`src/rtl/note_rom_arbiter.sv`:
```
// note_rom_arbiter: round-robin share of one synchronous note-divider ROM among VOICES sequencers.
// Ports: clk/rst_n; per-voice req/req_idx in, ack/voice_divider/voice_active out;
//        rom_en/rom_addr out and rom_data in (data valid the cycle after rom_en).
// Latency: req to ack is 3 cycles through the ROM, 1 cycle on a cache hit. One grant per cycle;
//          a voice holds req until ack and is never back-pressured otherwise.
// Optional feature: define NOTE_ROM_CACHE_EN to keep a per-voice last-index cache.
module note_rom_arbiter #(
  parameter int VOICES = 4,
  parameter int IDX_W  = 9,
  parameter int DATA_W = 10
) (
  input  logic                     clk,
  input  logic                     rst_n,
  input  logic [VOICES-1:0]        req,
  input  logic [VOICES*IDX_W-1:0]  req_idx,
  output logic [VOICES-1:0]        ack,
  output logic                     rom_en,
  output logic [IDX_W-1:0]         rom_addr,
  input  logic [DATA_W-1:0]        rom_data,
  output logic [VOICES*DATA_W-1:0] voice_divider,
  output logic [VOICES-1:0]        voice_active
);

  localparam int PTR_W = (VOICES > 1) ? $clog2(VOICES) : 1;
  typedef logic [PTR_W-1:0] vid_t;

  // Arbitration and ROM pipeline state
  vid_t                          ptr_q, ptr_d;
  logic [VOICES-1:0]             pending_q, pending_d;
  logic                          s1_valid_q, s1_valid_d;
  vid_t                          s1_voice_q, s1_voice_d;
  logic                          s2_valid_q, s2_valid_d;
  vid_t                          s2_voice_q, s2_voice_d;
  logic [IDX_W-1:0]              rom_addr_q, rom_addr_d;
  logic [VOICES-1:0]             ack_q, ack_d;
  logic [VOICES-1:0][DATA_W-1:0] div_q, div_d;

  logic [VOICES-1:0]             eligible;
  logic [VOICES-1:0]             hit;
  logic [VOICES-1:0]             cand;
  logic                          win_found;
  vid_t                          win_id;
  logic [IDX_W-1:0]              win_idx;

  // A voice with a lookup already in flight must not be granted again.
  assign eligible = req & ~pending_q;

`ifdef NOTE_ROM_CACHE_EN
  logic [VOICES-1:0][IDX_W-1:0]  cache_idx_q, cache_idx_d;
  logic [VOICES-1:0]             cache_vld_q, cache_vld_d;

  // Hit detection is kept apart from the cache update so that the
  // hit -> arbitration -> cache-update chain stays acyclic per block.
  always_comb begin
    hit = '0;
    for (int v = 0; v < VOICES; v++) begin
      hit[v] = eligible[v] & cache_vld_q[v] &
               (req_idx[v*IDX_W +: IDX_W] == cache_idx_q[v]);
    end
  end

  // The valid bit drops at grant and rises only when that lookup lands, so a
  // hit always returns the divider that is already in the holding register.
  always_comb begin
    cache_idx_d = cache_idx_q;
    cache_vld_d = cache_vld_q;
    if (win_found) begin
      cache_idx_d[win_id] = win_idx;
      cache_vld_d[win_id] = 1'b0;
    end
    if (s2_valid_q) begin
      cache_vld_d[s2_voice_q] = 1'b1;
    end
  end

  always_ff @(posedge clk or negedge rst_n) begin
    if (!rst_n) begin
      cache_idx_q <= '0;
      cache_vld_q <= '0;
    end else begin
      cache_idx_q <= cache_idx_d;
      cache_vld_q <= cache_vld_d;
    end
  end
`else
  assign hit = '0;
`endif

  // Round-robin pick: scan upward from ptr with wrap; hit voices are served
  // by the cache and never take the ROM port.
  always_comb begin
    cand      = eligible & ~hit;
    win_found = 1'b0;
    win_id    = '0;
    for (int k = 0; k < VOICES; k++) begin
      if (!win_found && cand[(int'(ptr_q) + k) % VOICES]) begin
        win_found = 1'b1;
        win_id    = vid_t'((int'(ptr_q) + k) % VOICES);
      end
    end
    win_idx = req_idx[int'(win_id)*IDX_W +: IDX_W];
  end

  always_comb begin
    ptr_d      = ptr_q;
    pending_d  = pending_q;
    s1_valid_d = win_found;
    s1_voice_d = s1_voice_q;
    rom_addr_d = rom_addr_q;
    s2_valid_d = s1_valid_q;
    s2_voice_d = s1_voice_q;
    div_d      = div_q;
    ack_d      = hit;

    if (win_found) begin
      s1_voice_d        = win_id;
      rom_addr_d        = win_idx;
      pending_d[win_id] = 1'b1;
      ptr_d             = (int'(win_id) == VOICES-1) ? '0 : win_id + vid_t'(1);
    end

    // rom_data is only trusted in the cycle after the read strobe.
    // The completing voice is pending, so it can never be this cycle's winner.
    if (s2_valid_q) begin
      div_d[s2_voice_q]     = rom_data;
      pending_d[s2_voice_q] = 1'b0;
      ack_d[s2_voice_q]     = 1'b1;
    end
  end

  always_ff @(posedge clk or negedge rst_n) begin
    if (!rst_n) begin
      ptr_q      <= '0;
      pending_q  <= '0;
      s1_valid_q <= 1'b0;
      s1_voice_q <= '0;
      s2_valid_q <= 1'b0;
      s2_voice_q <= '0;
      rom_addr_q <= '0;
      ack_q      <= '0;
      div_q      <= '0;
    end else begin
      ptr_q      <= ptr_d;
      pending_q  <= pending_d;
      s1_valid_q <= s1_valid_d;
      s1_voice_q <= s1_voice_d;
      s2_valid_q <= s2_valid_d;
      s2_voice_q <= s2_voice_d;
      rom_addr_q <= rom_addr_d;
      ack_q      <= ack_d;
      div_q      <= div_d;
    end
  end

  assign ack           = ack_q;
  assign rom_en        = s1_valid_q;
  assign rom_addr      = rom_addr_q;
  assign voice_divider = div_q;

  // A zero divider encodes a rest.
  always_comb begin
    voice_active = '0;
    for (int v = 0; v < VOICES; v++) begin
      voice_active[v] = |div_q[v];
    end
  end

endmodule

```
`config.mk`:
```
export PLATFORM = sky130hd
export DESIGN_NAME = note_rom_arbiter
export DESIGN_NICKNAME = d
export VERILOG_FILES = /design/src/rtl/note_rom_arbiter.sv
export SDC_FILE = /design/constraint.sdc
export NUM_CORES = 1
export LEC_CHECK = 0
export ABC_CLOCK_PERIOD_IN_PS = 4200
export CELL_PAD_IN_SITES_DETAIL_PLACEMENT = 1
export CELL_PAD_IN_SITES_GLOBAL_PLACEMENT = 2
export CORE_MARGIN = 2
export CORE_UTILIZATION = 30
export CTS_BUF_LIST = sky130_fd_sc_hd__clkbuf_8
export DETAILED_ROUTE_END_ITERATION = 10
export GPL_ROUTABILITY_DRIVEN = 0
export HOLD_SLACK_MARGIN = 0.12
export PLACE_DENSITY_LB_ADDON = 0.1
export SLEW_MARGIN = 20
export SYNTH_ARGS = -nofsm -noshare
export SYNTH_HDL_FRONTEND = slang
export SYNTH_SLANG_ARGS = --single-unit
```
`constraint.sdc`:
```
create_clock -name clk -period 4.2 [get_ports clk]
set_input_delay 0.63 -clock clk [delete_from_list [all_inputs] [get_ports clk]]
set_output_delay 0.63 -clock clk [all_outputs]
set_load 0.005 [all_outputs]
```
# --- Yosys cells after proc, flatten, opt, wreduce, memory -nomap -nowiden ---
# Index checks and enable logic that the tools add are counted.
# W data, S select, Z words.
classes:
  add_sub_neg: 4
  multipliers: 1
  order_cmp: 8
  n_eq_ne: 1
  shift: 1
  n_mux: 30
  bitwise: 8
  n_reduce_logical: 15
ops:
  columns: ["op", "count"]
  rows:
  - ["$bwmux W40", 1]
  - ["$reduce_or A10 Y1", 4]
  - ["$shiftx A36 B7 Y9", 1]
  - ["$demux W10 S2", 1]
  - ["$mux W1", 13]
  - ["$lt A3 B4 Y1 const B", 3]
  - ["$mux W4", 3]
  - ["$mux W10", 1]
  - ["$mux W2", 5]
  - ["$lt A2 B3 Y1 const B", 3]
  - ["$and A4 B4 Y4", 2]
  - ["$bmux W1 S2", 4]
  - ["$not A4 Y4", 2]
  - ["$mul A2 B4 Y6 const B", 1]
  - ["$reduce_or A2 Y1", 3]
  - ["$logic_and A1 B1 Y1", 5]
  - ["$add A2 B1 Y2 const B", 2]
  - ["$add A2 B2 Y2 const B", 2]
  - ["$demux W1 S2", 2]
  - ["$ge A2 B1 Y1 const B", 2]
  - ["$or A4 B4 Y4", 1]
  - ["$and A1 B1 Y1 const A", 3]
  - ["$logic_not A1 Y1", 3]
  - ["$eq A2 B1 Y1 const B", 1]
totals:
  register_bits: 65
  input_bits: 52
  output_inout_bits: 58
  wordCells: 80

# --- Longest topological paths before layout ---
# Gate-level depths: netlist of run 1.
logic_depth:
  ltp_word: 22
  depth_mapped: 9
  mapped_depth_nobuf: 7

# --- Worst setup path before layout of run 1 ---
# Ideal clock, no wire load.
synth_path:
  path_kind: "input-to-reg"
  start: "in req[3]"
  end: "reg ptr_q[1]"
  setup_time_ns: 0.077
  arrival_time_ns: 1.830
  required_ns: 4.123
  slack_ns: 2.292
  stages: 7
  n_path_buf: 2
  cell_sequence: "nor2b_2 -> o21ai_1 -> a21oi_4 -> buf_6 -> buf_2 -> ha_1 -> a21oi_1"
synth_via:
  elab_chain_cells: 15
  elab_cells_between_ends: 29
  cone_classes: "add/sub: 1; eq/ne: 1; mux: 20; bitwise: 1; reduce/logical: 6"
synth_rtl:
  columns: ["item", "line", "rtl"]
  rows:
  - ["from (decl)", "14", "input logic [VOICES-1:0] req,"]
  - ["$and A4 B4 Y4 *", "46", "assign eligible = req & ~pending_q;"]
  - ["$bmux W1 S2", "96", "if (!win_found && cand[(int'(ptr_q) + k) % VOICES]) begin"]
  - ["$mux W1 (not written as such)", "96", null]
  - ["$mux W1", "96", null]
  - ["$logic_not A1 Y1", "96", null]
  - ["$logic_and A1 B1 Y1", "96", null]
  - ["$mux W1", "96", null]
  - ["$logic_not A1 Y1", "96", null]
  - ["$logic_and A1 B1 Y1", "96", null]
  - ["$mux W1", "96", null]
  - ["$logic_not A1 Y1", "96", null]
  - ["$logic_and A1 B1 Y1", "96", null]
  - ["$mux W2", "96", null]
  - ["$add A2 B1 Y2 / $eq A2 B1 Y1 (equally long branches)", "119", "ptr_d = (int'(win_id) == VOICES-1) ? '0 : win_id + vid_t'(1);"]
  - ["$mux W2", "119", null]
  - ["to (signal assigned)", "143", "ptr_q <= ptr_d;"]
  - ["to (decl)", "28", "vid_t ptr_q, ptr_d;"]
# Every way passes the cells marked *; elsewhere a longest branch is shown, timed or not. The select of a mux whose other input is x is not followed.
# A chain may end at the register's enable or synchronous reset.

# --- Worst setup path after layout of run 1 ---
layout_path:
  start: "in req[2]"
  end: "reg pending_q[2]"
layout_via:
  elab_chain_cells: 21
  elab_cells_between_ends: 35
  cone_classes: "order compare: 2; mux: 23; bitwise: 3; reduce/logical: 7"
layout_rtl:
  columns: ["item", "line", "rtl"]
  rows:
  - ["$and A4 B4 Y4 *", "46", null]
  - ["$bmux W1 S2", "96", null]
  - ["$mux W1 (not written as such)", "96", null]
  - ["$mux W1", "96", null]
  - ["$logic_not A1 Y1", "96", null]
  - ["$logic_and A1 B1 Y1", "96", null]
  - ["$mux W1", "96", null]
  - ["$logic_not A1 Y1", "96", null]
  - ["(+6 left out)", null, null]
  - ["$logic_and A1 B1 Y1 (not written as such)", "118", "pending_d[win_id] = 1'b1;"]
  - ["$mux W1 (not written as such)", "118", null]
  - ["$demux W1 S2", "118", null]
  - ["$or A4 B4 Y4 (no source line)", null, null]
  - ["$mux W4 *", "115", "if (win_found) begin"]
  - ["$and A4 B4 Y4 (no source line)", null, null]
  - ["$mux W4 *", "124", "if (s2_valid_q) begin"]
  - ["named net pending_d[2]", "29", "logic [VOICES-1:0] pending_q, pending_d;"]
  - ["to (signal assigned)", "144", "pending_q <= pending_d;"]
  - ["to (decl)", "29", null]
# The timed path passes the listed nets; every way through them passes the cells marked *. The select of a mux whose other input is x is not followed.

==> summary.md, run 1 <==
| Metric | Value |
|---|---|
| Status | finished clean |
| Die Area | 10130 um2 |
| Seq pwr share | 0.381 |
| Sw Share | 0.3445 |
| Nets | 401 |
| CP max FO | 14 |
| Cts repair resizes | 0 |
| Tot Pwr | 3137 uW |
| Synth warn | 0 |
| Initial antenna violation count | 0 |
| WP data required | 4400 ps |
| Wire length on met3 | 391 um |
| Pint | 2056 uW |
| Seq cells post-synth | 65 |
| Overflow after GRT | 0 |
| Gate Count Post-Synth | 237 |
| Leakage | 0.001771 uW |
| Top routing layer used | met4 |
| Area leader, netlist | dfrtp_1 |
| Crit path capture type | register |
| Wl on met1 | 3.339 mm |
| Vias per cell | 4.935 |
| Fin Clk Skew | 5.557 ps |
| Critical Path AT | 2760 ps |
| Max cap viols | 0 |
| H-tree levels | 3 |
| Worst Tran Pin Value | 949.6 ps |
| Clock power share | 0.149 |
| Time the worst path needs with I/O delays and setup | 2558 ps |
| Dpl hpwl | 5.834 mm |
| Finished Core Util | 0.4533 |
| VDD IR max | 0.0002256 V |
| Sw Pwr | 1081 uW |
| Post-CTS setup repair buffer count | 0 |
| WHS | 329.2 ps |
| Crit share post-route | 0.6090 |
| CP Class | input pin to register |
| Syn nets | 290 |
| RSZ-0062 raised after global routing | false |
| Worst skew pair latency | 340 ps |
| Initial drt markers | 45 |
| Initial Util | 0.3062 |
| Most frequent cells in the layout | clkdlybuf4s50_1 (108), dfrtp_1 (65), nand2_1 (37) |
| Finish-stage setup viols | 0 |
| Average wire per standard cell | 16.74 um |
| Area contributors post-synth | dfrtp_1 (58%), mux2_2 (12%), mux2i_1 (5.0%) |
| Async SR Flop Fraction | 1.000 |
| Row cnt | 35 |
| Worst min path class | input pin to async pin |
| Met2 WL | 3.937 mm |
| Final WL | 7.769 mm |
| Seq/Total Area, Yosys | 0.5804 |
| Total GRT Usage | 0.1621 |
| IO Port Bufs | 109 |
| N_diodes | 0 |
| Avg Inst Size Synth | 11.83 um2 |
| Hold Buf Count CTS | 0 |
| Final hold viol count | 0 |
| Synth cell types | 36 |
| Fmax | 390.9 MHz |
| Via count | 2290 |
| Area delta synth->final | 48.04% |
| Post-synth EDFFs | 0 |
| Die width | 100.7 um |
| PD cells | 756.1 nW/um2 |
| First-pass GRT wire length | 12.54 mm |
| CTS tree | built |
| Total CTS buffers | 9 |
| Top FF cell, synth | dfrtp_1 |
| Layout cell share with drive strength beyond 1 | 0.1501 |
| Fin Setup TNS | 0 ps |
| Core Region | 9153 um2 |
| Area share of the largest cell type after synthesis | 0.5804 |
| Sink Count | 65 |
| Setup crit start kind | input pin |
| Worst-path clk slew | 70 ps |
| Mapped cell area | 2803 um2 |
| First-pass detailed-route iteration total | 4 |
| Largest net degree at the start of global routing | 37 |
| Slew Limit Headroom | 0.3642 |
| Clock tree root buffer cell | clkbuf_8 |
| Number of global-route vias before repair | 2429 |
| Max Slew Vio Count | 0 |
| Most common cell after layout, fill and taps aside | clkdlybuf4s50_1 |
| I/O Pins | 110 |
| Logic pwr share | 0.471 |
| Antenna Violating Nets Remaining | 0 |
| Die height | 100.7 um |
| DRC Markers | 0 |
| Max Root-Sink Buffers | 2 |
-- flip-flops by register name (all words and copies together) (netlist names) --
name,count
rom_addr,9
pending_q,4
s2_voice_q,2
ptr_q,2
s1_voice_q,2
s2_valid_q,1
voice_divider,40
ack,4
rom_en,1
-- worst max-delay path, cell delays in order --
cell	delay (ps)
clkdlybuf4s50_1	480
nor3b_1	170
o21ai_0	140
and3_1	530
clkinv_2	350
ha_1	290
a21oi_1	120
nor2_1	60
-- synth_stat cells, types with 2 or more instances --
cell type / count
dfrtp_1: 65
nand2_1: 37
mux2_2: 30
mux2i_1: 14
nor2_1: 14
nand3_1: 13
nor4_1: 8
a21oi_1: 6
a221oi_1: 5
buf_2: 4
inv_1: 4
o2111ai_1: 4
buf_6: 3
nand2b_1: 3
a21o_1: 2
and3_1: 2
clkbuf_1: 2
nor3b_1: 2
o21ai_1: 2
-- power by group through the flow --
stage | clock network [uW] | logic (uW) | registers (uW)
floorplan | 0 | 761 | 1180
global placement | 0 | 1460 | 1200
detailed placement | 0 | 1510 | 1210
CTS | 485 | 1510 | 1200
global route | 511 | 1630 | 1250
finish | 466 | 1480 | 1190
-- area by class of cell --
class,instances,area [um2]
Clock buffer,11,151.4
Clock inverter,5,22.52
Fill cell,1016,5004
Inverter,6,23.77
Multi-Input combinational cell,156,1092
Sequential cell,65,1627
Tap cell,111,138.9
Timing Repair Buffer,110,1094
-- metrics by stage --
| step | setup slack [ps] | instances | area, um2 |
|---|---|---|---|
| floorplan | 2292 | 237 | 2803 |
| global placement | 1366 | 448 | 3975 |
| detailed placement | 1290 | 448 | 3975 |
| CTS | 1646 | 464 | 4149 |
| global route | 1488 | 464 | 4149 |
| finish | 1642 | 464 | 4149 |
-- final timing paths --
path	startpoint	endpoint	slack [ps]	cells after the start
setup / recovery	req[2]	pending_q[2]$_DFF_PN0_	1640	8
hold / removal	rst_n	ack[1]$_DFF_PN0_	330	1
setup reg to reg	ptr_q[1]$_DFFE_PN0N_	pending_q[2]$_DFF_PN0_	1960	7
hold reg to reg	rom_en$_DFF_PN0_	s2_valid_q$_DFF_PN0_	370	0
max in group asynchronous	rst_n	s2_voice_q[0]$_DFF_PN0_	2920	2
min in group clk	rom_en$_DFF_PN0_	s2_valid_q$_DFF_PN0_	370	0
-- per-layer routing --
metal,track usage,vias up
met5,0,-
met4,0.06006,0
met3,0.04022,8
met2,0.2774,70
met1,0.1972,1153
li1,-,1059
-- cells by family after synthesis --
kind of cell	Yosys count	share of synthesized area
simple gates	87	0.1491
flops	65	0.5804
compound gates	24	0.06384
mux	44	0.1705
buf+inv	16	0.03169
fa+ha+maj	1	0.004464
Power figures use the tool's default switching activity.
==> inputs of run 2 (changes only) <==
- ABC_CLOCK_PERIOD_IN_PS: 4200 -> 2540
- CORE_UTILIZATION: 30 -> 28
- clock period: 4.2 -> 2.54 ns (I/O delays scaled with it)
==> summary.md, run 2 (same netlist as run 1, synthesis figures left out) <==
| Metric | Value |
|---|---|
| Worst min path class | input pin to async pin |
| Design area | 4278 um2 |
| Die width | 104.0 um |
| Initial Util | 0.2881 |
| Row cnt | 36 |
| Worst r2r src | ptr_q[1]$_DFFE_PN0N_ |
| CP max FO | 3 |
| Cells on worst reg2reg path | 6 |
| Worst skew pair latency | 340 ps |
| Max reg flops | 40 |
| Leakage | 0.001810 uW |
| Hold Buf Count CTS | 0 |
| Final WL | 7.897 mm |
| Status | finished clean |
| Core Region | 9729 um2 |
| RSZ-0062 raised after global routing | false |
| R2r setup slk | 700 ps |
| Average wire per standard cell | 16.05 um |
| Final hold viol count | 0 |
| Vias per cell | 4.715 |
| Total GRT Usage | 0.1532 |
| Post-CTS setup repair buffer count | 0 |
| WP data required | 2160 ps |
| I/O Pins | 110 |
| Crit path capture type | output pin |
| Nets | 407 |
| Worst-path clk slew | 80 ps |
| First-pass GRT wire length | 13.07 mm |
| Max Slew Vio Count | 0 |
| Setup crit start kind | register |
| CTS tree | built |
| N_diodes | 0 |
| First-pass detailed-route iteration total | 4 |
| Fin Clk Skew | 9.942 ps |
| Fin Setup TNS | 0 ps |
| CP Class | register to output pin |
| Slew Limit Headroom | 0.4781 |
| VDD IR max | 0.0003087 V |
| Layout cell share with drive strength beyond 1 | 0.1699 |
| PD cells | 1275 nW/um2 |
| Initial antenna violation count | 0 |
| Antenna Violating Nets Remaining | 0 |
| H-tree levels | 3 |
| Die Area | 10830 um2 |
| Via count | 2320 |
| Number of global-route vias before repair | 2479 |
| DRC Markers | 0 |
| Dpl hpwl | 5.941 mm |
| IO Port Bufs | 109 |
| Cts repair resizes | 0 |
| Fmax | 477.0 MHz |
| Most common cell after layout, fill and taps aside | clkdlybuf4s50_1 |
| Initial drt markers | 66 |
| Die height | 104.0 um |
| Reg-to-reg endpoint | rom_addr[8]$_DFFE_PN0N_ |
| Worst Tran Pin Value | 782.9 ps |
| Overflow after GRT | 0 |
| Area delta synth->final | 52.63% |
| Final setup margin | 443.5 ps |
| Placed cell area | 4060 um2 |
| Total CTS buffers | 9 |
| CP startpoint | voice_divider[21]$_DFFE_PN0P_ |
| Time the worst path needs with I/O delays and setup | 2096 ps |
| Max cap viols | 0 |
| Pre-CTS WS | 203.6 ps |
| Finish-stage setup viols | 0 |
| Crit path capture | voice_active[2] |
| Critical Path AT | 1720 ps |
| Crit share post-route | 0.8254 |
| Tot Pwr | 5454 uW |
| Sink Count | 65 |
| Max Root-Sink Buffers | 2 |
| Most frequent cells in the layout | clkdlybuf4s50_1 (108), dfrtp_1 (65), nand2_1 (37) |
| Largest net degree at the start of global routing | 34 |
| Clock tree root buffer cell | clkbuf_8 |
| Finished Core Util | 0.4397 |
-- run 2: critical path, stage by stage (launching register included) --
cell and delay (ps):
dfrtp_1 400, nor4_1 350, nand3_1 150, clkdlybuf4s50_1 460
-- run 2: area by class of cell --
class,instances,area (um2)
Sequential cell,65,1627
Clock inverter,7,93.84
Clock buffer,9,123.9
Tap cell,133,166.4
Multi-Input combinational cell,156,1092
Inverter,6,23.77
Fill cell,1084,5451
Timing Repair Buffer,116,1151
-- run 2: worst min-delay path by stage --
stage | from | to | slack, ps
global route | rst_n | voice_divider[14]$_DFFE_PN0P_ | 170
floorplan | rst_n | ack[0]$_DFF_PN0_ | 90
detailed placement | s1_voice_q[0]$_DFFE_PN0N_ | s2_voice_q[0]$_DFF_PN0_ | 370
global placement | s1_voice_q[0]$_DFFE_PN0N_ | s2_voice_q[0]$_DFF_PN0_ | 360
CTS | rst_n | voice_divider[14]$_DFFE_PN0P_ | 140
finish | rst_n | voice_divider[15]$_DFFE_PN0P_ | 120
-- run 2: stage by stage --
stage | cells | hold slack [ps]
2_1_floorplan | 237 | 85.41
3_3_place_gp | 476 | 363.1
3_5_place_dp | 476 | 366.5
4_1_cts | 492 | 138.3
5_1_grt | 492 | 165.7
6_report | 492 | 115.9
-- run 2: metal layers --
layer,wire (um),track usage,up-vias
li1,-,-,1071
met1,3487,0.1952,1149
met2,3836,0.2509,90
met3,473,0.04762,10
met4,100,0.04440,0
met5,0,0,-
-- run 2: report_power, final --
group	leakage (uW)	switching [uW]	internal [uW]
clock network	0.000106	420	552
registers	0.000774	409	1570
logic	0.000930	1010	1480
total	0.00181	1840	3610
==> inputs of run 3 (changes only) <==
- ABC_CLOCK_PERIOD_IN_PS: 2540 -> 1980
- clock period: 2.54 -> 1.98 ns (I/O delays scaled with it)
==> summary.md, run 3 (same netlist as run 1, synthesis figures left out) <==
| Metric | Value |
|---|---|
| Core Region | 9729 um2 |
| Design area | 4365 um2 |
| Pint | 4627 uW |
| First-pass GRT wire length | 12.85 mm |
| Dpl hpwl | 5.882 mm |
| Most frequent cells in the layout | clkdlybuf4s50_1 (105), dfrtp_1 (65), nand2_1 (37) |
| CP max FO | 3 |
| Status | finished clean |
| Number of global-route vias before repair | 2441 |
| Antenna Violating Nets Remaining | 0 |
| Fin Setup TNS | 0 ps |
| Layout cell share with drive strength beyond 1 | 0.1846 |
| Overflow after GRT | 0 |
| VDD IR max | 0.0004757 V |
| IO Port Bufs | 109 |
| Slowest CP cell | clkdlybuf4s50_1 |
| Fmax | 530.7 MHz |
| Largest stage delay on the critical path | 460 ps |
| Worst Tran Pin Value | 591.3 ps |
| Final WL | 7.855 mm |
| Max reg flops | 40 |
| Die width | 104.0 um |
| Crit path capture type | output pin |
| WP data required | 1680 ps |
| Initial Util | 0.2881 |
| CTS tree | built |
| Critical Path AT | 1590 ps |
| Row cnt | 36 |
| Leakage | 0.001838 uW |
| Worst min path class | register to register |
| Slew Limit Headroom | 0.6058 |
| Worst-path clk slew | 60 ps |
| Nets | 412 |
| Max Root-Sink Buffers | 2 |
| Initial drt markers | 35 |
| Pre-CTS WS | -130.8 ps |
| N_diodes | 0 |
| Sink Count | 65 |
| I/O Pins | 110 |
| Sw Pwr | 2402 uW |
| Average wire per standard cell | 15.84 um |
| Final hold viol count | 0 |
| Most common cell after layout, fill and taps aside | clkdlybuf4s50_1 |
| RSZ-0062 raised after global routing | false |
| Logic pwr share | 0.480 |
| Seq pwr share | 0.373 |
| Max Slew Vio Count | 0 |
| Largest net degree at the start of global routing | 66 |
| Critical-path cell list | nor4_1 -> nand3_1 -> clkdlybuf4s50_1 |
| Time the worst path needs with I/O delays and setup | 1884 ps |
| Final setup margin | 95.53 ps |
| Clock tree root buffer cell | clkbuf_8 |
| Die Area | 10830 um2 |
| Fin Clk Skew | 9.226 ps |
| First-pass detailed-route iteration total | 4 |
| CP Class | register to output pin |
| Max cap viols | 0 |
| Crit share post-route | 0.9518 |
| Worst skew pair latency | 340 ps |
| Total GRT Usage | 0.1508 |
| Setup crit start kind | register |
| DRC Markers | 0 |
| Via count | 2310 |
| Area delta synth->final | 55.76% |
| Initial antenna violation count | 0 |
| Fillers | 1086 |
| Clock power share | 0.147 |
| Placed cell area | 4108 um2 |
| H-tree levels | 3 |
| Sw Share | 0.3418 |
| PD cells | 1610 nW/um2 |
| Die height | 104.0 um |
| Finish-stage setup viols | 0 |
| Total CTS buffers | 9 |
| Vias per cell | 4.657 |
## run 3: changes by cell type in the layout (fill, tap and decap cells not counted), sizes merged
| cell | delta |
|---|---|
| buf | +4 |
| bufinv | -2 |
| clkbuf | +3 |
| clkdlybuf4s50 | -3 |
| clkinv | -1 |
| clkinvlp | -1 |
| dlygate4sd3 | +1 |
| dlymetal6s2s | +3 |
## run 3: per-stage QoR
stage               total power [uW]  utilization  cells  hold WS [ps]
floorplan                       4113            -    237         1.409
global placement                5879       0.4222    479         344.3
detailed placement              5965       0.4222    479         349.2
CTS                             7066       0.4438    495         385.7
global route                    7561       0.4487    496         393.5
finish                          7029       0.4487    496         380.3
## run 3: worst max-delay path: cells and delay by family, from the launching register on
| kind | cells | cell delay, ps |
|---|---|---|
| flops | 1 | 410 |
| simple gates | 2 | 390 |
| buf+inv | 1 | 460 |
## run 3: power by group through the flow
stage	combinational [uW]	clock, uW	sequential, uW
2_1_floorplan	1610	0	2500
3_3_place_gp	3320	0	2550
3_5_place_dp	3400	0	2570
4_1_cts	3420	1070	2570
5_1_grt	3700	1130	2730
6_report	3380	1030	2620
## run 3: layout make-up
type | instances | area (um2) | share of cell area
clock buffers | 12 | 165.2 | 0.03783
clock inverters | 3 | 16.27 | 0.003726
inverters | 6 | 23.77 | 0.005446
multi-input cells | 156 | 1144 | 0.2620
flip-flops and latches | 65 | 1627 | 0.3726
well taps | 133 | 166.4 | 0.03812
repair buffers | 121 | 1224 | 0.2803
## run 3: what timing repair did
action,CTS,global route
pin swaps,0,4
gates resized for setup,3,7
cloned,0,0
setup buffers,0,1
hold buffers,1,0
endpoints found under the hold margin,65,0
endpoints found under the setup margin,3,3
## run 3: final timing paths
path / start / to / slack [ps] / cells past startpoint
max: voice_divider[1]$_DFFE_PN0P_ / voice_active[0] / 100 / 3
min: s1_voice_q[1]$_DFFE_PN0N_ / s2_voice_q[1]$_DFF_PN0_ / 380 / 0
max reg2reg: ptr_q[1]$_DFFE_PN0N_ / pending_q[0]$_DFF_PN0_ / 250 / 6
min reg2reg: s1_voice_q[1]$_DFFE_PN0N_ / s2_voice_q[1]$_DFF_PN0_ / 380 / 0
max in group asynchronous: rst_n / voice_divider[27]$_DFFE_PN0P_ / 1180 / 3
min in group asynchronous: rst_n / voice_divider[15]$_DFFE_PN0P_ / 500 / 3
## run 3: routing by layer
layer,routed length [um],vias to the layer above,global-route usage
li1,-,1086,-
met1,3270,1135,0.1779
met2,3925,79,0.2622
met3,549,10,0.04323
met4,109,0,0.05212
met5,0,-,0
